<file path="src/rtl/wb_rob_multiport_if.sv">
// ---------------------------------------------------------------------------
// wb_rob_multiport_if
//   Bundles the decode, writeback, retire, exception and status signals of the
//   multi-port writeback reorder buffer.
//   master : the surrounding pipeline (decode + execution units + RF side)
//   slave  : the reorder buffer itself
//   Decode      : alloc_valid, alloc_pc -> alloc_ready, alloc_id
//   Writeback   : wb_valid/wb_id/wb_data/wb_dest/wb_we/wb_xcpt/wb_xcpt_type,
//                 packed per port, port p at [p*W +: W]
//   Retire      : rf_write_en, rf_data, rf_dest, rf_instr_id
//   Exception   : xcpt_valid, xcpt_type, xcpt_pc, flush_pipeline
//   Status      : rob_full, rob_empty, rob_oldest
// ---------------------------------------------------------------------------
interface wb_rob_multiport_if #(
    parameter int ID_W         = 3,
    parameter int NUM_WB_PORTS = 3,
    parameter int DATA_W       = 32,
    parameter int DEST_W       = 5,
    parameter int PC_W         = 32,
    parameter int XT_W         = 2
);
    logic                           alloc_valid;
    logic [PC_W-1:0]                alloc_pc;
    logic                           alloc_ready;
    logic [ID_W-1:0]                alloc_id;

    logic [NUM_WB_PORTS-1:0]        wb_valid;
    logic [NUM_WB_PORTS*ID_W-1:0]   wb_id;
    logic [NUM_WB_PORTS*DATA_W-1:0] wb_data;
    logic [NUM_WB_PORTS*DEST_W-1:0] wb_dest;
    logic [NUM_WB_PORTS-1:0]        wb_we;
    logic [NUM_WB_PORTS-1:0]        wb_xcpt;
    logic [NUM_WB_PORTS*XT_W-1:0]   wb_xcpt_type;

    logic                           rf_write_en;
    logic [DATA_W-1:0]              rf_data;
    logic [DEST_W-1:0]              rf_dest;
    logic [ID_W-1:0]                rf_instr_id;

    logic                           xcpt_valid;
    logic [XT_W-1:0]                xcpt_type;
    logic [PC_W-1:0]                xcpt_pc;
    logic                           flush_pipeline;

    logic                           rob_full;
    logic                           rob_empty;
    logic [ID_W-1:0]                rob_oldest;

    modport master (
        output alloc_valid, alloc_pc,
        output wb_valid, wb_id, wb_data, wb_dest, wb_we, wb_xcpt, wb_xcpt_type,
        input  alloc_ready, alloc_id,
        input  rf_write_en, rf_data, rf_dest, rf_instr_id,
        input  xcpt_valid, xcpt_type, xcpt_pc, flush_pipeline,
        input  rob_full, rob_empty, rob_oldest
    );

    modport slave (
        input  alloc_valid, alloc_pc,
        input  wb_valid, wb_id, wb_data, wb_dest, wb_we, wb_xcpt, wb_xcpt_type,
        output alloc_ready, alloc_id,
        output rf_write_en, rf_data, rf_dest, rf_instr_id,
        output xcpt_valid, xcpt_type, xcpt_pc, flush_pipeline,
        output rob_full, rob_empty, rob_oldest
    );
endinterface

</file>
<file path="src/rtl/wb_rob_multiport.sv">
// ---------------------------------------------------------------------------
// wb_rob_multiport
//   In-order reorder buffer for the writeback stage. Entries are allocated at
//   decode (tail), completed out of order by NUM_WB_PORTS writeback channels,
//   and retired one per cycle from the head in program order. A completed head
//   entry carrying an exception produces a one-cycle exception/flush pulse and
//   empties the buffer at the same edge.
//
//   Ports
//     clock, reset : clock and asynchronous active-high reset
//     bus (slave)  : decode / writeback / retire / exception / status bundle
//     byp_src_id   : two packed lookup ids           (bypass build only)
//     byp_hit      : per-lookup hit flags            (bypass build only)
//     byp_data     : per-lookup stored result or 0   (bypass build only)
//
//   Build option
//     WB_ROB_BYPASS_EN : when defined, adds a combinational two-read lookup of
//     completed, non-excepting, not yet retired results. Same-cycle writebacks
//     are not forwarded. When undefined the byp ports and mux do not exist.
// ---------------------------------------------------------------------------
module wb_rob_multiport #(
    parameter int NUM_ENTRIES  = 8,
    parameter int ID_W         = 3,
    parameter int NUM_WB_PORTS = 3,
    parameter int DATA_W       = 32,
    parameter int DEST_W       = 5,
    parameter int PC_W         = 32,
    parameter int XT_W         = 2
) (
    input  logic                clock,
    input  logic                reset,
`ifdef WB_ROB_BYPASS_EN
    input  logic [2*ID_W-1:0]   byp_src_id,
    output logic [1:0]          byp_hit,
    output logic [2*DATA_W-1:0] byp_data,
`endif
    wb_rob_multiport_if.slave   bus
);
    localparam logic [ID_W:0] FULL_CNT = (ID_W+1)'(NUM_ENTRIES);

    // Entry control bits live under reset; payload fields do not need it
    // because nothing reads them while the entry is invalid.
    logic [NUM_ENTRIES-1:0] ent_valid;
    logic [NUM_ENTRIES-1:0] ent_done;
    logic [NUM_ENTRIES-1:0] ent_we;
    logic [NUM_ENTRIES-1:0] ent_xcpt;
    logic [XT_W-1:0]        ent_xtype [NUM_ENTRIES];
    logic [DEST_W-1:0]      ent_dest  [NUM_ENTRIES];
    logic [DATA_W-1:0]      ent_data  [NUM_ENTRIES];
    logic [PC_W-1:0]        ent_pc    [NUM_ENTRIES];

    logic [ID_W-1:0]        head;
    logic [ID_W-1:0]        tail;
    logic [ID_W:0]          count;

    // Commit-stage output registers
    logic                   rf_write_en_p1;
    logic [DATA_W-1:0]      rf_data_p1;
    logic [DEST_W-1:0]      rf_dest_p1;
    logic [ID_W-1:0]        rf_instr_id_p1;
    logic                   xcpt_valid_p1;
    logic [XT_W-1:0]        xcpt_type_p1;
    logic [PC_W-1:0]        xcpt_pc_p1;

    logic                   rob_full;
    logic                   head_ready;
    logic                   commit_norm;
    logic                   commit_xcpt;
    logic                   alloc_ready;
    logic                   alloc_fire;
    logic [ID_W-1:0]        wb_id_a [NUM_WB_PORTS];
    logic [NUM_WB_PORTS-1:0] wb_take;

    assign rob_full    = (count == FULL_CNT);
    assign head_ready  = ent_valid[head] && ent_done[head];
    assign commit_xcpt = head_ready && ent_xcpt[head];
    assign commit_norm = head_ready && !ent_xcpt[head];
    // Uses the pre-commit count: a full buffer refuses even while it retires.
    // xcpt_valid_p1 doubles as the registered flush pulse.
    assign alloc_ready = !rob_full && !xcpt_valid_p1 && !commit_xcpt;
    assign alloc_fire  = bus.alloc_valid && alloc_ready;

    always_comb begin
        for (int p = 0; p < NUM_WB_PORTS; p++) begin
            wb_id_a[p] = bus.wb_id[p*ID_W +: ID_W];
        end
    end

    // A port is taken only if its target is allocated and still pending and
    // no lower-indexed port names the same id this cycle. The entry being
    // allocated now is still invalid here, so writebacks to it drop out.
    always_comb begin
        for (int p = 0; p < NUM_WB_PORTS; p++) begin
            wb_take[p] = bus.wb_valid[p] && ent_valid[wb_id_a[p]] && !ent_done[wb_id_a[p]];
            for (int q = 0; q < p; q++) begin
                if (bus.wb_valid[q] && (wb_id_a[q] == wb_id_a[p])) begin
                    wb_take[p] = 1'b0;
                end
            end
        end
    end

    // ---- stage p0 -> p1: entry control, pointers and commit registers ----
    always_ff @(posedge clock or posedge reset) begin
        if (reset) begin
            ent_valid      <= '0;
            ent_done       <= '0;
            head           <= '0;
            tail           <= '0;
            count          <= '0;
            rf_write_en_p1 <= 1'b0;
            rf_data_p1     <= '0;
            rf_dest_p1     <= '0;
            rf_instr_id_p1 <= '0;
            xcpt_valid_p1  <= 1'b0;
            xcpt_type_p1   <= '0;
            xcpt_pc_p1     <= '0;
        end else begin
            rf_write_en_p1 <= 1'b0;
            xcpt_valid_p1  <= 1'b0;

            for (int p = 0; p < NUM_WB_PORTS; p++) begin
                if (wb_take[p]) begin
                    ent_done[wb_id_a[p]] <= 1'b1;
                end
            end

            if (alloc_fire) begin
                ent_valid[tail] <= 1'b1;
                ent_done[tail]  <= 1'b0;
                tail            <= tail + 1'b1;
            end

            if (commit_norm) begin
                rf_write_en_p1  <= ent_we[head];
                rf_data_p1      <= ent_data[head];
                rf_dest_p1      <= ent_dest[head];
                rf_instr_id_p1  <= head;
                ent_valid[head] <= 1'b0;
                ent_done[head]  <= 1'b0;
                head            <= head + 1'b1;
            end

            case ({alloc_fire, commit_norm})
                2'b10:   count <= count + 1'b1;
                2'b01:   count <= count - 1'b1;
                default: count <= count;
            endcase

            // Precise exception: everything younger is squashed at this edge,
            // overriding any writeback recorded above.
            if (commit_xcpt) begin
                xcpt_valid_p1 <= 1'b1;
                xcpt_type_p1  <= ent_xtype[head];
                xcpt_pc_p1    <= ent_pc[head];
                ent_valid     <= '0;
                ent_done      <= '0;
                head          <= '0;
                tail          <= '0;
                count         <= '0;
            end
        end
    end

    // ---- stage p0 -> p1: entry payload ----
    always_ff @(posedge clock) begin
        for (int p = 0; p < NUM_WB_PORTS; p++) begin
            if (wb_take[p]) begin
                ent_data[wb_id_a[p]]  <= bus.wb_data[p*DATA_W +: DATA_W];
                ent_dest[wb_id_a[p]]  <= bus.wb_dest[p*DEST_W +: DEST_W];
                ent_we[wb_id_a[p]]    <= bus.wb_we[p];
                ent_xcpt[wb_id_a[p]]  <= bus.wb_xcpt[p];
                ent_xtype[wb_id_a[p]] <= bus.wb_xcpt_type[p*XT_W +: XT_W];
            end
        end
        if (alloc_fire) begin
            ent_pc[tail] <= bus.alloc_pc;
        end
    end

`ifdef WB_ROB_BYPASS_EN
    logic [ID_W-1:0] byp_id [2];

    always_comb begin
        byp_hit  = '0;
        byp_data = '0;
        for (int k = 0; k < 2; k++) begin
            byp_id[k]  = byp_src_id[k*ID_W +: ID_W];
            byp_hit[k] = ent_valid[byp_id[k]] && ent_done[byp_id[k]] && !ent_xcpt[byp_id[k]];
            if (byp_hit[k]) begin
                byp_data[k*DATA_W +: DATA_W] = ent_data[byp_id[k]];
            end
        end
    end
`endif

    assign bus.alloc_ready    = alloc_ready;
    assign bus.alloc_id       = tail;
    assign bus.rf_write_en    = rf_write_en_p1;
    assign bus.rf_data        = rf_data_p1;
    assign bus.rf_dest        = rf_dest_p1;
    assign bus.rf_instr_id    = rf_instr_id_p1;
    assign bus.xcpt_valid     = xcpt_valid_p1;
    assign bus.xcpt_type      = xcpt_type_p1;
    assign bus.xcpt_pc        = xcpt_pc_p1;
    assign bus.flush_pipeline = xcpt_valid_p1;
    assign bus.rob_full       = rob_full;
    assign bus.rob_empty      = (count == '0);
    assign bus.rob_oldest     = head;
endmodule

</file>
<file path="src/flat_wrapper.sv">
// flat-port wrapper written by rule: the top's interface ports become plain ports
module wb_rob_multiport_flat 
#(
    parameter int NUM_ENTRIES  = 8,
    parameter int ID_W         = 3,
    parameter int NUM_WB_PORTS = 3,
    parameter int DATA_W       = 32,
    parameter int DEST_W       = 5,
    parameter int PC_W         = 32,
    parameter int XT_W         = 2
)
  (clock, reset, bus_alloc_valid, bus_alloc_pc, bus_wb_valid, bus_wb_id, bus_wb_data, bus_wb_dest, bus_wb_we, bus_wb_xcpt, bus_wb_xcpt_type, bus_alloc_ready, bus_alloc_id, bus_rf_write_en, bus_rf_data, bus_rf_dest, bus_rf_instr_id, bus_xcpt_valid, bus_xcpt_type, bus_xcpt_pc, bus_flush_pipeline, bus_rob_full, bus_rob_empty, bus_rob_oldest);
  wb_rob_multiport_if #(.ID_W(ID_W), .NUM_WB_PORTS(NUM_WB_PORTS), .DATA_W(DATA_W), .DEST_W(DEST_W), .PC_W(PC_W), .XT_W(XT_W)) bus_i ();
  input  logic clock;
  input  logic reset;
  input wire logic [$bits(bus_i.alloc_valid)-1:0] bus_alloc_valid;
  input wire logic [$bits(bus_i.alloc_pc)-1:0] bus_alloc_pc;
  input wire logic [$bits(bus_i.wb_valid)-1:0] bus_wb_valid;
  input wire logic [$bits(bus_i.wb_id)-1:0] bus_wb_id;
  input wire logic [$bits(bus_i.wb_data)-1:0] bus_wb_data;
  input wire logic [$bits(bus_i.wb_dest)-1:0] bus_wb_dest;
  input wire logic [$bits(bus_i.wb_we)-1:0] bus_wb_we;
  input wire logic [$bits(bus_i.wb_xcpt)-1:0] bus_wb_xcpt;
  input wire logic [$bits(bus_i.wb_xcpt_type)-1:0] bus_wb_xcpt_type;
  output wire logic [$bits(bus_i.alloc_ready)-1:0] bus_alloc_ready;
  output wire logic [$bits(bus_i.alloc_id)-1:0] bus_alloc_id;
  output wire logic [$bits(bus_i.rf_write_en)-1:0] bus_rf_write_en;
  output wire logic [$bits(bus_i.rf_data)-1:0] bus_rf_data;
  output wire logic [$bits(bus_i.rf_dest)-1:0] bus_rf_dest;
  output wire logic [$bits(bus_i.rf_instr_id)-1:0] bus_rf_instr_id;
  output wire logic [$bits(bus_i.xcpt_valid)-1:0] bus_xcpt_valid;
  output wire logic [$bits(bus_i.xcpt_type)-1:0] bus_xcpt_type;
  output wire logic [$bits(bus_i.xcpt_pc)-1:0] bus_xcpt_pc;
  output wire logic [$bits(bus_i.flush_pipeline)-1:0] bus_flush_pipeline;
  output wire logic [$bits(bus_i.rob_full)-1:0] bus_rob_full;
  output wire logic [$bits(bus_i.rob_empty)-1:0] bus_rob_empty;
  output wire logic [$bits(bus_i.rob_oldest)-1:0] bus_rob_oldest;
  assign bus_i.alloc_valid = bus_alloc_valid;
  assign bus_i.alloc_pc = bus_alloc_pc;
  assign bus_i.wb_valid = bus_wb_valid;
  assign bus_i.wb_id = bus_wb_id;
  assign bus_i.wb_data = bus_wb_data;
  assign bus_i.wb_dest = bus_wb_dest;
  assign bus_i.wb_we = bus_wb_we;
  assign bus_i.wb_xcpt = bus_wb_xcpt;
  assign bus_i.wb_xcpt_type = bus_wb_xcpt_type;
  assign bus_alloc_ready = bus_i.alloc_ready;
  assign bus_alloc_id = bus_i.alloc_id;
  assign bus_rf_write_en = bus_i.rf_write_en;
  assign bus_rf_data = bus_i.rf_data;
  assign bus_rf_dest = bus_i.rf_dest;
  assign bus_rf_instr_id = bus_i.rf_instr_id;
  assign bus_xcpt_valid = bus_i.xcpt_valid;
  assign bus_xcpt_type = bus_i.xcpt_type;
  assign bus_xcpt_pc = bus_i.xcpt_pc;
  assign bus_flush_pipeline = bus_i.flush_pipeline;
  assign bus_rob_full = bus_i.rob_full;
  assign bus_rob_empty = bus_i.rob_empty;
  assign bus_rob_oldest = bus_i.rob_oldest;
  wb_rob_multiport #(.NUM_ENTRIES(NUM_ENTRIES), .ID_W(ID_W), .NUM_WB_PORTS(NUM_WB_PORTS), .DATA_W(DATA_W), .DEST_W(DEST_W), .PC_W(PC_W), .XT_W(XT_W)) u_core (.clock(clock), .reset(reset), .bus(bus_i));
endmodule
</file>
<file path="config.mk">
export PLATFORM = sky130hd
export DESIGN_NAME = wb_rob_multiport_flat
export DESIGN_NICKNAME = d
export VERILOG_FILES = /design/src/rtl/wb_rob_multiport_if.sv /design/src/rtl/wb_rob_multiport.sv /design/src/flat_wrapper.sv
export SDC_FILE = /design/constraint.sdc
export NUM_CORES = 1
export LEC_CHECK = 0
export CORE_ASPECT_RATIO = 1.5
export CORE_UTILIZATION = 49
export CTS_CLUSTER_SIZE = 14
export DETAILED_ROUTE_END_ITERATION = 8
export PLACE_DENSITY = 0.69
export SLEW_MARGIN = 20
export SYNTH_ARGS = -nofsm -noshare
export SYNTH_HDL_FRONTEND = slang
export SYNTH_SLANG_ARGS = --single-unit
</file>
<file path="constraint.sdc">
create_clock -name clock -period 4.6 [get_ports clock]
set_input_delay 0.46 -clock clock [delete_from_list [all_inputs] [get_ports clock]]
set_output_delay 0.46 -clock clock [all_outputs]
set_load 0.01 [all_outputs]
</file>
# [Yosys cells after proc, flatten, opt, wreduce, memory -nomap -nowiden]
# Memories as Yosys holds them, arrays and structs flattened. A register that Yosys moved wholly into a read port is not among the register bits.
# Index checks and enable logic that the tools add are counted.
[word_totals] register_bits=47 latch_bits=0 in_bits=170 mem_bits_ro=0 wordCells=144 n_memories=4 ramBits=568 out_inout_bits=86
[memory_table] memory="u_core.ent_data" words=8 width=32 read_ports=1 rd_clocked_by_memory_dff=1 write_ports=3 line="wb_rob_multiport.sv:49" rtl="logic [DATA_W-1:0] ent_data [NUM_ENTRIES];"
[memory_table] memory="u_core.ent_pc" words=8 width=32 read_ports=1 rd_clocked_by_memory_dff=1 write_ports=1 line="wb_rob_multiport.sv:50" rtl="logic [PC_W-1:0] ent_pc [NUM_ENTRIES];"
[memory_table] memory="u_core.ent_dest" words=8 width=5 read_ports=1 rd_clocked_by_memory_dff=1 write_ports=3 line="wb_rob_multiport.sv:48" rtl="logic [DEST_W-1:0] ent_dest [NUM_ENTRIES];"
[memory_table] memory="u_core.ent_xtype" words=8 width=2 read_ports=1 rd_clocked_by_memory_dff=1 write_ports=3 line="wb_rob_multiport.sv:47" rtl="logic [XT_W-1:0] ent_xtype [NUM_ENTRIES];"
[op_classes] n_div=0 bitwise=9 n_eq_ne=6 magnitude_cmp=10 mux=70 reduce_logical=31 addsub=4 multipliers=0 shifts=0
[op_table] operator="$mux 8" n=15
[op_table] operator="$bwmux 8" n=6
[op_table] operator="$or 8x8->8" n=4
[op_table] operator="$bmux 1 s3" n=10
[op_table] operator="$mux 1" n=28
[op_table] operator="$and 8x8->8" n=3
[op_table] operator="$logic_and 1x1->1" n=20
[op_table] operator="$lt 3x4->1 const B" n=5
[op_table] operator="$not 8->8" n=2
[op_table] operator="$demux 1 s3" n=5
[op_table] operator="$ge 3x1->1 const B" n=5
[op_table] operator="$mux 3" n=4
[op_table] operator="$eq 3x3->1" n=3
[op_table] operator="$pmux 4 s2" n=1
[op_table] operator="$logic_not 1->1" n=7
[op_table] operator="$add 3x1->3 const B" n=2
[op_table] operator="$add 4x1->4 const B" n=1
[op_table] operator="$eq 4x4->1 const B" n=1
[op_table] operator="$logic_not 4->1" n=1
[op_table] operator="$mux 4" n=1
[op_table] operator="$reduce_bool 2->1" n=2
[op_table] operator="$sub 4x1->4 const B" n=1
[op_table] operator="$reduce_bool 3->1" n=1
[op_table] operator="$eq 2x1->1 const B" n=1
[op_table] operator="$eq 2x2->1 const B" n=1

# [Logic depth before layout (Yosys ltp)]
# Gate-level depths: netlist of run 1.
[logic_depth] depth_word=15 ltp_mapped=18 depth_no_buf=13

# [Least setup slack after synthesis of run 1]
# OpenSTA, ideal clock, no wires.
[synth_path] kind="register to register" startpoint="reg u_core.head[0] (netlist: u_core.bus.rob_oldest[0])" endpoint="mem u_core.ent_pc[2][0] (enable)" t_required_ns=4.179 t_arrival_ns=3.430 slack_ns=0.749 period_less_slack_ns=3.851 path_buffers=5 setup_time_ns=0.421 path_stages_with_launch=11 path_cell_list="dfrtp_1 buf_2 mux2_2 a2bb2oi_1 and2_1 clkbuf_1 and2_1 buf_2 buf_4 buf_4 nor2_1"
[synth_via] elab_chain_cells=9 elab_cells_between_ends=13
[synth_lines] item="from (decl)" line="wb_rob_multiport.sv:52" rtl="logic [ID_W-1:0] head;"
[synth_lines] item="from (signal assigned)" line="wb_rob_multiport.sv:141" rtl="head <= head + 1'b1;"
[synth_lines] item="$bmux 1 s3" line="wb_rob_multiport.sv:75" rtl="assign head_ready = ent_valid[head] && ent_done[head];"
[synth_lines] item="$mux 1 (not written as such)" line="wb_rob_multiport.sv:75"
[synth_lines] item="$logic_and 1x1->1" line="wb_rob_multiport.sv:75"
[synth_lines] item="$logic_and 1x1->1 *" line="wb_rob_multiport.sv:76" rtl="assign commit_xcpt = head_ready && ent_xcpt[head];"
[synth_lines] item="net u_core.commit_xcpt" line="wb_rob_multiport.sv:68" rtl="logic commit_xcpt;"
[synth_lines] item="$logic_not 1->1 *" line="wb_rob_multiport.sv:80" rtl="assign alloc_ready = !rob_full && !xcpt_valid_p1 && !commit_xcpt;"
[synth_lines] item="$logic_and 1x1->1 *" line="wb_rob_multiport.sv:80"
[synth_lines] item="$logic_and 1x1->1 *" line="wb_rob_multiport.sv:81" rtl="assign alloc_fire = bus.alloc_valid && alloc_ready;"
[synth_lines] item="$mux 1 *" line="wb_rob_multiport.sv:176" rtl="if (alloc_fire) begin"
[synth_lines] item="$mux 1 (not written as such) *" line="wb_rob_multiport.sv:177" rtl="ent_pc[tail] <= bus.alloc_pc;"
[synth_lines] item="to (decl)" line="wb_rob_multiport.sv:50"
# The timed path passes the listed nets; every way through them passes the cells marked *. The select of a mux whose other input is x is not followed.

# [Final worst setup path of run 1]
[layout_path] startpoint="reg u_core.head[0] (netlist: u_core.bus.rob_oldest[0])" endpoint="out bus_alloc_ready"
[layout_via] elab_chain_cells=6 elab_cells_between_ends=10
[layout_lines] item="$bmux 1 s3" line="wb_rob_multiport.sv:75"
[layout_lines] item="$mux 1 (not written as such)" line="wb_rob_multiport.sv:75"
[layout_lines] item="$logic_and 1x1->1" line="wb_rob_multiport.sv:75"
[layout_lines] item="$logic_and 1x1->1 *" line="wb_rob_multiport.sv:76"
[layout_lines] item="$logic_not 1->1 *" line="wb_rob_multiport.sv:80"
[layout_lines] item="$logic_and 1x1->1 *" line="wb_rob_multiport.sv:80"
[layout_lines] item="to (decl)" line="flat_wrapper.sv:25" rtl="output wire logic [$bits(bus_i.alloc_ready)-1:0] bus_alloc_ready;"
# Every way passes the cells marked *; elsewhere a longest branch is shown, timed or not. The select of a mux whose other input is x is not followed.

==> summary.md, run 1 <==
| Metric | Value |
|---|---|
| Layout area overhead | `17.5%` |
| Num rows | `119` |
| Net Switching | `0.00756 W` |
| Syn_area_per_cell | `12.7 sq um` |
| Internal power | `0.0145 W` |
| DRC viols | `0` |
| Post-synthesis sequential area ratio | `0.573` |
| Global-route usage over all layers | `0.299` |
| CP max FO | `17` |
| CP startpoint kind | `flop` |
| Cell variety after synth | `70` |
| Root buffer cell | `clkbuf_16` |
| Final min period | `3.91 ns` |
| Final period util | `0.850` |
| Post-CTS Setup Repair Bufs | `0` |
| Worst Path Buf+Inv | `3` |
| Max Used Layer | `met5` |
| Top delay family on crit path | `buffers and inverters` |
| Sequential share of power | `0.390` |
| Share of the synthesized area in the top cell type | `0.491` |
| Crit-path cells | `buf_4, mux2i_1, a22oi_1, and2_1, and2_2, buf_4, nor3_1, clkdlybuf4s50_1` |
| Measured slew at the worst slew-check pin | `0.970 ns` |
| Final setup fails | `0` |
| Top cells by area, synth | `edfxtp_1 49%, mux2_2 11%, mux2i_1 8.6%` |
| Status | `finished, final reports clean` |
| First drt pass iteration count | `5` |
| Post-Synthesis Cells | `2731` |
| Setup CP Type | `reg2out` |
| Hold crit path type | `in2async` |
| Max Clk Rate | `256 MHz` |
| Clk_lat worst skew | `0.64 ns` |
| IO Count | `256` |
| Peak VDD IR | `583 uV` |
| Die area | `0.0720 sq mm` |
| Met1 WL | `39600 microns` |
| Die H | `328 microns` |
| Initial DRC Count | `2210` |
| Pwr dens | `540 mW/mm^2` |
| Slowest stage delay, CP | `0.58 ns` |
| Final nets | `3080` |
| Hold_ws | `0.366 ns` |
| Critical Path Sink Type | `output port` |
| Clk network pwr share | `0.267` |
| DP HPWL | `64200 microns` |
| Cts repair resizes | `0` |
| CTS tree | `done` |
| Unrepaired setup endpoints after global routing | `no` |
| Max clock buf depth | `3` |
| Combinational power share | `0.343` |
| Max Slew Vio Count | `0` |
| Clock transition at path regs | `0.07 ns` |
| Routed wire length per instance | `27.9 microns` |
| Via density | `6.45` |
| Syn nets | `2907` |
| Core area | `0.0701 sq mm` |
| Max_slew headroom | `0.353` |
| Clk sinks | `686` |
| Number of global-route vias before repair | `25600` |
| Sw frac | `0.342` |
| Total grt overflow | `0` |
| Met3 Wirelength | `7350 microns` |
| Antenna-violating nets left | `0` |
| Yosys warns | `0` |
| H-tree depth | `3` |
| Leak | `13.6 nW` |
| Initial antenna violation count | `16` |
| Via count | `25000` |
| Final WL | `108000 microns` |
| Cts hold-fix bufs | `0` |
| Most used cell, CP | `buf_4` |
| Initial Utilization | `0.496` |
| Num CTS Buffers | `70` |
| Fin util | `0.583` |
| Number of flops mapped to enable cells by yosys | `568` |
| Ys flop type | `edfxtp_1` |
| Post-synth top area cell | `edfxtp_1` |
| Die width | `219 microns` |
| Layout cells sized above 1 | `0.200` |
| Pre-CTS setup slack | `0.868 ns` |
| Largest net degree at the start of global routing | `132` |
| Cell Area, Synth | `0.0348 sq mm` |
| Required time worst endpoint | `4.14 ns` |
| Worst EP arrival | `3.45 ns` |
| Critical R2R Launch | `u_core.bus.rob_oldest[0]$_DFFE_PP0P_` |
| Final GP Congestion | `0.926` |
| Yosys reg bits | `686` |
| Slack of the critical path | `0.692 ns` |
| Max_cap viols | `0` |
| Final setup TNS | `0 ns` |
| Design Power | `0.0221 W` |
| Critical path startpoint | `u_core.bus.rob_oldest[0]$_DFFE_PP0P_` |
| Slowest-stage cell, CP | `dfrtp_4` |
| Final Hold Fails | `0` |
| Layout Skew | `0.0265 ns` |
| Met2 routed WL | `56100 microns` |
| First-pass GRT wire length | `159000 microns` |
| Fraction of registers with async set/reset | `0.149` |
| I/O Buffers | `255` |
[metrics by stage]
step | instance area (sq um) | cells
2_1_floorplan | 34800 | 2731
3_5_place_dp | 38400 | 3738
4_1_cts | 40800 | 3868
3_3_place_gp | 38400 | 3738
5_1_grt | 40900 | 3876
6_report | 40900 | 3877
[state kept, by name, summed over array words and instances, names as in the netlist]
name	flops
u_core.ent_we	8
u_core.bus.flush_pipeline	1
u_core.bus.alloc_id	3
u_core.bus.rf_instr_id	3
u_core.ent_done	8
u_core.ent_xtype	16
u_core.bus.rf_data	32
u_core.bus.xcpt_type	2
u_core.bus.rf_dest	5
u_core.ent_xcpt	8
u_core.bus.rob_oldest	3
u_core.ent_pc	256
u_core.bus.rf_write_en	1
u_core.ent_data	256
u_core.ent_dest	40
u_core.ent_valid	8
u_core.count	4
u_core.bus.xcpt_pc	32
[synth_stat cells, types with 52 or more instances]
master,count
a21oi_1,218
a22oi_1,115
buf_2,52
clkbuf_1,139
dfrtp_1,102
edfxtp_1,568
mux2_2,346
mux2i_1,300
nand3_1,200
nor2_1,111
o21ai_0,136
o21ai_1,55
[worst paths after layout]
| check | to | slack [ns] | cells past startpoint |
|---|---|---|---|
| setup / recovery | bus_alloc_ready | 0.69 | 8 |
| hold / removal | u_core.bus.alloc_id[1]$_DFFE_PP0P_ | 0.37 | 2 |
| setup reg to reg | u_core.count[3]$_DFFE_PP0P_ | 1.08 | 12 |
| hold reg to reg | u_core.bus.xcpt_pc[5]$_DFFE_PP0N_ | 0.49 | 1 |
| max in group asynchronous | u_core.bus.xcpt_pc[19]$_DFFE_PP0N_ | 3.36 | 3 |
| min in group clock | u_core.bus.xcpt_pc[5]$_DFFE_PP0N_ | 0.49 | 1 |
[final cells by class]
class | instances | area, sq um
fillers | 5618 | 29300
flip-flops and latches | 686 | 19900
multi-input cells | 1797 | 13900
repair buffers | 332 | 3390
clock buffers | 94 | 1970
well taps | 907 | 1130
clock inverters | 36 | 392
inverters | 17 | 66.3
diodes | 8 | 20.0
[routing by layer]
metal | up-vias | track usage
li1 | 10900 | -
met1 | 12500 | 0.339
met2 | 1214 | 0.527
met3 | 319 | 0.0537
met4 | 18 | 0.168
met5 | - | 0
[cells by family after synthesis]
kind of cell / share of synthesized area
muxes: 0.209
adders and majority gates: 0.00216
and+or+nand+nor: 0.0663
DFF: 0.573
AOI/OAI and AO/OA: 0.114
buffers and inverters: 0.0309
xor gates and xnor gates: 0.00378
[power groups by stage]
stage          clock [W]  combinational, W  sequential [W]
6_report         0.00590           0.00757         0.00860
5_1_grt          0.00620           0.00807         0.00869
4_1_cts          0.00598           0.00756         0.00859
3_5_place_dp           0           0.00753         0.00871
3_3_place_gp           0           0.00738         0.00867
2_1_floorplan          0           0.00449         0.00861
[placed cells by master, fill, tap and decap left out, types with 18 or more instances in the layout]
cell type,Yosys,routed
o221ai_1,26,26
buf_12,0,19
o21ai_0,136,136
mux2i_1,300,300
a22oi_1,115,115
mux2_1,18,18
nand2b_1,32,32
nor2_1,111,101
clkdlybuf4s50_1,0,255
buf_4,17,57
nand2_1,21,21
mux2_2,346,346
dfrtp_1,102,99
o22ai_1,46,46
edfxtp_1,568,568
clkbuf_16,0,71
o21ai_1,55,55
a21oi_1,218,218
nand3_1,200,197
Power figures use the tool's default switching activity.
==> run 2: changes to the inputs <==
Clock period 4.6 ns to 3.7 ns, I/O delays scaled along.
==> run 2 against run 1 <==
Effect of this change:
- die area did not move
- clock skew decreased by 0.0022 ns
- power rose by 24%
- sequential share of layout area is 0.36 points lower
- critical path depth fell by 1
- first-iteration DRC count rose by 3.0%
- utilization rose by 0.43 points
- non-clock buffer count is 25 higher
- register-to-register slack worse by 0.85 ns
- count of clock-buffer cells in the layout is 9 higher
- worst setup slack got worse by 0.46 ns
- clock power rose by 21%
- critical path type is now reg2reg
- largest cell class unchanged
- largest power group unchanged
- highest routed layer unchanged
==> summary.md, run 2 (synthesis results as in run 1) <==
| Metric | Value |
|---|---|
| Worst Path Buf+Inv | `3` |
| Via count | `25300` |
| Max_cap viols | `0` |
| Antenna-violating nets left | `0` |
| Initial antenna violation count | `18` |
| Setup CP Type | `reg2reg` |
| Max Slew Vio Count | `0` |
| CTS tree | `done` |
| Required time worst endpoint | `4.20 ns` |
| Layout Skew | `0.0243 ns` |
| Initial Utilization | `0.496` |
| Hold crit path type | `in2async` |
| Final setup TNS | `0 ns` |
| Initial DRC Count | `2276` |
| Clk sinks | `686` |
| Largest net degree at the start of global routing | `159` |
| Clk_lat worst skew | `0.63 ns` |
| Leak | `13.7 nW` |
| Max_slew headroom | `0.284` |
| Final nets | `3104` |
| Status | `finished, final reports clean` |
| Layout cells sized above 1 | `0.204` |
| H-tree depth | `3` |
| Via density | `6.49` |
| Commonest non-fill, non-tap cell in the layout | `edfxtp_1` |
| DRC viols | `0` |
| First-pass GRT wire length | `162000 microns` |
| Slowest-stage cell, CP | `buf_4` |
| Die H | `328 microns` |
| Global-route usage over all layers | `0.303` |
| First drt pass iteration count | `6` |
| Clock transition at path regs | `0.06 ns` |
| Slowest stage delay, CP | `0.80 ns` |
| Final min period | `3.47 ns` |
| Final Hold Fails | `0` |
| Layout area overhead | `18.4%` |
| Commonest non-fill, non-tap cells in the layout | `568 x edfxtp_1, 346 x mux2_2, 300 x mux2i_1` |
| Num CTS Buffers | `69` |
| Crit-path cells | `buf_4, buf_12, buf_4, mux2_2, a22oi_1, o221ai_1, mux2_1` |
| Num rows | `119` |
| Root buffer cell | `clkbuf_16` |
| Fin cells | `3899` |
| Measured slew at the worst slew-check pin | `1.07 ns` |
| Routed wire length per instance | `28.0 microns` |
| DP HPWL | `64100 microns` |
| Core area | `0.0701 sq mm` |
| Pre-CTS setup slack | `0.297 ns` |
| Critical Path Sink Type | `flop` |
| Number of global-route vias before repair | `26200` |
| Placed cells | `3761` |
| Top delay family on crit path | `buffers and inverters` |
| Cts hold-fix bufs | `0` |
| Die area | `0.0720 sq mm` |
| CP max FO | `126` |
| Peak VDD IR | `701 uV` |
| Final WL | `109000 microns` |
| Max clock buf depth | `3` |
| Final GP Congestion | `0.936` |
| FILL cells | `5580` |
| Slack of the critical path | `0.232 ns` |
| Worst EP arrival | `3.97 ns` |
| Pwr dens | `667 mW/mm^2` |
| Die width | `219 microns` |
| Unrepaired setup endpoints after global routing | `no` |
| Final setup fails | `0` |
| Most used cell, CP | `buf_4` |
| Final period util | `0.937` |
| CP startpoint kind | `flop` |
| Max Clk Rate | `288 MHz` |
| I/O Buffers | `255` |
| Total grt overflow | `0` |
| IO Count | `256` |
## run 2: changes by cell type in the layout (fill, tap and decap cells not counted), moves of 3 or more
cell,change
clkbuf_1,+8
buf_4,+8
clkinvlp_4,+3
clkinv_2,-6
clkinv_1,-4
buf_12,+18
## run 2: layer usage
layer / wire [microns] / track usage / up-vias
met5: 117 / 0 / -
met1: 39500 / 0.347 / 12700
met4: 5450 / 0.170 / 18
met3: 7620 / 0.0497 / 324
met2: 56600 / 0.534 / 1234
li1: - / - / 11000
## run 2: final cells by class
type,count,area [sq um],share of cell area
sequential,686,19900,0.484
multi-input combinational,1797,13900,0.339
timing repair buffer,357,3780,0.0919
clock buffer,103,2020,0.0490
tap,907,1130,0.0276
clock inverter,23,251,0.00611
inverter,17,66.3,0.00161
antenna,9,22.5,0.000547
## run 2: final timing paths
check,start,to,slack [ns],cells past startpoint
max,u_core.bus.rob_oldest[0]$_DFFE_PP0P_,u_core.bus.xcpt_pc[17]$_DFFE_PP0N_,0.23,7
min,reset,u_core.bus.flush_pipeline$_DFF_PP0_,0.24,2
max reg2reg,u_core.bus.rob_oldest[0]$_DFFE_PP0P_,u_core.bus.xcpt_pc[17]$_DFFE_PP0N_,0.23,7
min reg2reg,u_core.bus.xcpt_pc[10]$_DFFE_PP0N_,u_core.bus.xcpt_pc[10]$_DFFE_PP0N_,0.48,1
max in group asynchronous,reset,u_core.bus.xcpt_pc[10]$_DFFE_PP0N_,2.69,3
min in group clock,u_core.bus.xcpt_pc[10]$_DFFE_PP0N_,u_core.bus.xcpt_pc[10]$_DFFE_PP0N_,0.48,1
## run 2: through the flow
stage                     hold WS (ns)  instance area (sq um)  total power [W]  utilization
after floorplan                  0.469                  34800           0.0163            -
after global placement           0.467                  38800           0.0201        0.554
after detailed placement         0.475                  38800           0.0203        0.554
after CTS                        0.246                  41100           0.0274        0.587
after global routing             0.293                  41200           0.0285        0.587
final                            0.242                  41200           0.0274        0.587
## run 2: what timing repair did
item / in CTS / in global routing
endpoints found under the setup margin: 1 / 1
endpoints found under the hold margin: 0 / 0
resized for setup: 0 / 1
buffers inserted: 3 / 0
## run 2: where the power goes
group	total, W	switching [W]	internal (W)	leakage (nW)
clock	0.00713	0.00305	0.00407	1.10
sequential	0.0106	0.000722	0.00989	6.50
combinational	0.00970	0.00567	0.00403	6.12
==> run 3: changes to the inputs <==
Settings changed: ABC_AREA set to 1, PLACE_DENSITY 0.69 to 0.68.
==> run 3 against run 2 <==
Effect of this change:
- final area shrank 0.33%
- cell count is 35% higher
- non-clock buffer count up 13
- first-iteration DRC count up 51%
- clock skew is 0.0055 ns lower
- combinational power decreased by 10%
- worst setup slack better by 0.093 ns
- die area up 1.5%
- power shrank 4.0%
- worst hold slack got worse by 0.053 ns
- synthesized cell count grew 52%
==> summary.md, run 3 <==
| Metric | Value |
|---|---|
| Status | `finished, final reports clean` |
| Critical Path Sink Type | `output port` |
| CP startpoint kind | `flop` |
| Clk_lat worst skew | `0.63 ns` |
| Ys flop type | `edfxtp_1` |
| Final period util | `0.912` |
| Peak VDD IR | `392 uV` |
| I/O Buffers | `255` |
| Layout cells sized above 1 | `0.0661` |
| Max_cap viols | `0` |
| Final setup TNS | `0 ns` |
| Yosys reg bits | `686` |
| Post-synth top cells | `1688 x nand2_1, 568 x edfxtp_1, 390 x nand3_1, 304 x nor2_1, 282 x o21ai_0` |
| Initial DRC Count | `3442` |
| Max Clk Rate | `296 MHz` |
| Number of flops mapped to enable cells by yosys | `568` |
| CTS tree | `done` |
| Layout Skew | `0.0188 ns` |
| Final nets | `4466` |
| R2R cell count | `12` |
| Leak | `16.9 nW` |
| Cell Area, Placed | `0.0387 sq mm` |
| Internal power | `0.0168 W` |
| Post-synth top area cell | `edfxtp_1` |
| Critical path startpoint | `u_core.bus.rob_oldest[1]$_DFFE_PP0P_` |
| Die width | `221 microns` |
| Die area | `0.0731 sq mm` |
| Post-Synthesis Cells | `4150` |
| Syn nets | `4326` |
| GR peak layer | `met2` |
| Sequential share of power | `0.390` |
| Required time worst endpoint | `3.33 ns` |
| Top-count cell post-synth | `nand2_1` |
| Initial Utilization | `0.495` |
| Die H | `331 microns` |
| Via density | `5.98` |
| Pwr dens | `642 mW/mm^2` |
| Final setup fails | `0` |
| DRC viols | `0` |
| Yosys warns | `0` |
| Cts repair resizes | `0` |
| First-pass GRT wire length | `184000 microns` |
| Routed wire length per instance | `23.4 microns` |
| Core area | `0.0713 sq mm` |
| DP HPWL | `73700 microns` |
| Hold crit path type | `in2async` |
| Largest net degree at the start of global routing | `167` |
| Sw frac | `0.361` |
| Cts hold-fix bufs | `0` |
| Antenna-violating nets left | `0` |
| Clock transition at path regs | `0.06 ns` |
| Cell Area, Synth | `0.0353 sq mm` |
| Combinational power share | `0.330` |
| Syn_area_per_cell | `8.51 sq um` |
| Layout area overhead | `16.2%` |
| First drt pass iteration count | `6` |
| Max_slew headroom | `0.336` |
| Top cells by area, synth | `edfxtp_1 48%, nand2_1 18%, dfrtp_1 7.2%` |
| Number of global-route vias before repair | `30200` |
| Fraction of registers with async set/reset | `0.149` |
| Setup CP Type | `reg2out` |
| Num rows | `120` |
| Commonest non-fill, non-tap cells in the layout | `1688 x nand2_1, 568 x edfxtp_1, 382 x nand3_1` |
| Final min period | `3.38 ns` |
| IO Count | `256` |
| Reg-to-reg slack, setup | `0.78 ns` |
| Root buffer cell | `clkbuf_16` |
| Total grt overflow | `0` |
| Max Slew Vio Count | `0` |
| Max clock buf depth | `3` |
| Clk sinks | `686` |
| Post-synthesis sequential area ratio | `0.565` |
| Critical R2R Launch | `u_core.bus.rob_oldest[1]$_DFFE_PP0P_` |
| Global-route usage over all layers | `0.334` |
| R2R Path End | `u_core.bus.rf_instr_id[2]$_DFFE_PP0N_` |
| H-tree depth | `3` |
| Net Switching | `0.00951 W` |
| GR Util met2 | `0.563` |
| Initial antenna violation count | `10` |
| Met1 usage | `0.400` |
| Final WL | `123000 microns` |
| Worst EP arrival | `3.01 ns` |
| Clk network pwr share | `0.280` |
| M3 GR Usage | `0.0618` |
| Commonest non-fill, non-tap cell in the layout | `nand2_1` |
| CP max FO | `12` |
| Unrepaired setup endpoints after global routing | `no` |
| Cell variety after synth | `41` |
| Final GP Congestion | `0.910` |
| Post-route cell area | `0.0410 sq mm` |
| Share of the synthesized area in the top cell type | `0.483` |
| Num CTS Buffers | `68` |
| Final Hold Fails | `0` |
| Post-CTS Setup Repair Bufs | `0` |
| Measured slew at the worst slew-check pin | `0.997 ns` |
| Via count | `31500` |
-- run 3: cell types whose count changed after synthesis, moves of 39 or more --
cell	delta
a22oi_1	-115
o21ai_0	+146
nand4_1	+41
inv_1	+138
o211ai_1	+39
mux2i_1	-300
nand2_1	+1667
a21oi_1	-163
mux2_2	-346
nor2_1	+193
buf_2	+76
nand3_1	+190
-- run 3: worst max-delay path by stage --
stage	endpoint	slack, ns	cells past startpoint
final	bus_alloc_ready	0.32	9
after global routing	bus_alloc_ready	0.15	9
after CTS	bus_alloc_ready	0.31	9
after detailed placement	u_core.ent_data[5][16]$_DFFE_PP_	0.29	9
after global placement	u_core.ent_data[6][28]$_DFFE_PP_	0.35	14
after floorplan	u_core.ent_data[1][0]$_DFFE_PP_	0.02	8
-- run 3: cell families (layout without fill, tap and decap cells) --
| logic type | Yosys count | count (layout) | synth area share |
|---|---|---|---|
| buffers and inverters | 482 | 677 | 0.0658 |
| and+or+nand+nor | 2469 | 2469 | 0.287 |
| AOI/OAI and AO/OA | 499 | 499 | 0.0783 |
| DFF | 686 | 686 | 0.565 |
| other | 0 | 6 | 0 |
| xor gates and xnor gates | 8 | 8 | 0.00198 |
| adders and majority gates | 6 | 6 | 0.00213 |
-- run 3: worst max-delay path, stage by stage, from the launching register on --
cell	delay [ns]
dfrtp_1	0.55
inv_1	0.18
nor2_4	0.34
nand3_1	0.17
nand2_1	0.12
nor2_2	0.08
nand3_2	0.14
nand2_1	0.08
inv_1	0.15
clkdlybuf4s50_1	0.56
-- run 3: cell type report --
cell class,count,area [sq um]
sequential,686,19900
fill,6228,30300
antenna,6,15.0
inverter,182,694
clock buffer,93,1920
multi-input combinational,2982,13100
timing repair buffer,370,3780
clock inverter,32,405
tap,915,1140
-- run 3: layer usage --
metal,up-vias,wire [microns]
li1,14100,-
met1,14900,44600
met2,1990,59100
met3,502,12100
met4,10,7380
met5,-,65
-- run 3: stage by stage --
| stage | hold slack, ns | std cells | power (W) | util | setup WS (ns) |
|---|---|---|---|---|---|
| 2_1_floorplan | 0.464 | 4150 | 0.0154 | - | 0.0214 |
| 3_3_place_gp | 0.463 | 5135 | 0.0189 | 0.542 | 0.350 |
| 3_5_place_dp | 0.467 | 5135 | 0.0190 | 0.542 | 0.292 |
| 4_1_cts | 0.192 | 5260 | 0.0263 | 0.575 | 0.309 |
| 5_1_grt | 0.231 | 5265 | 0.0275 | 0.575 | 0.154 |
| 6_report | 0.189 | 5266 | 0.0263 | 0.575 | 0.324 |
-- run 3: power groups by stage --
stage | clock network, W | registers [W] | logic, W
6_report | 0.00737 | 0.0103 | 0.00869
5_1_grt | 0.00770 | 0.0104 | 0.00945
4_1_cts | 0.00741 | 0.0103 | 0.00864
3_5_place_dp | 0 | 0.0104 | 0.00861
3_3_place_gp | 0 | 0.0104 | 0.00850
2_1_floorplan | 0 | 0.0104 | 0.00495
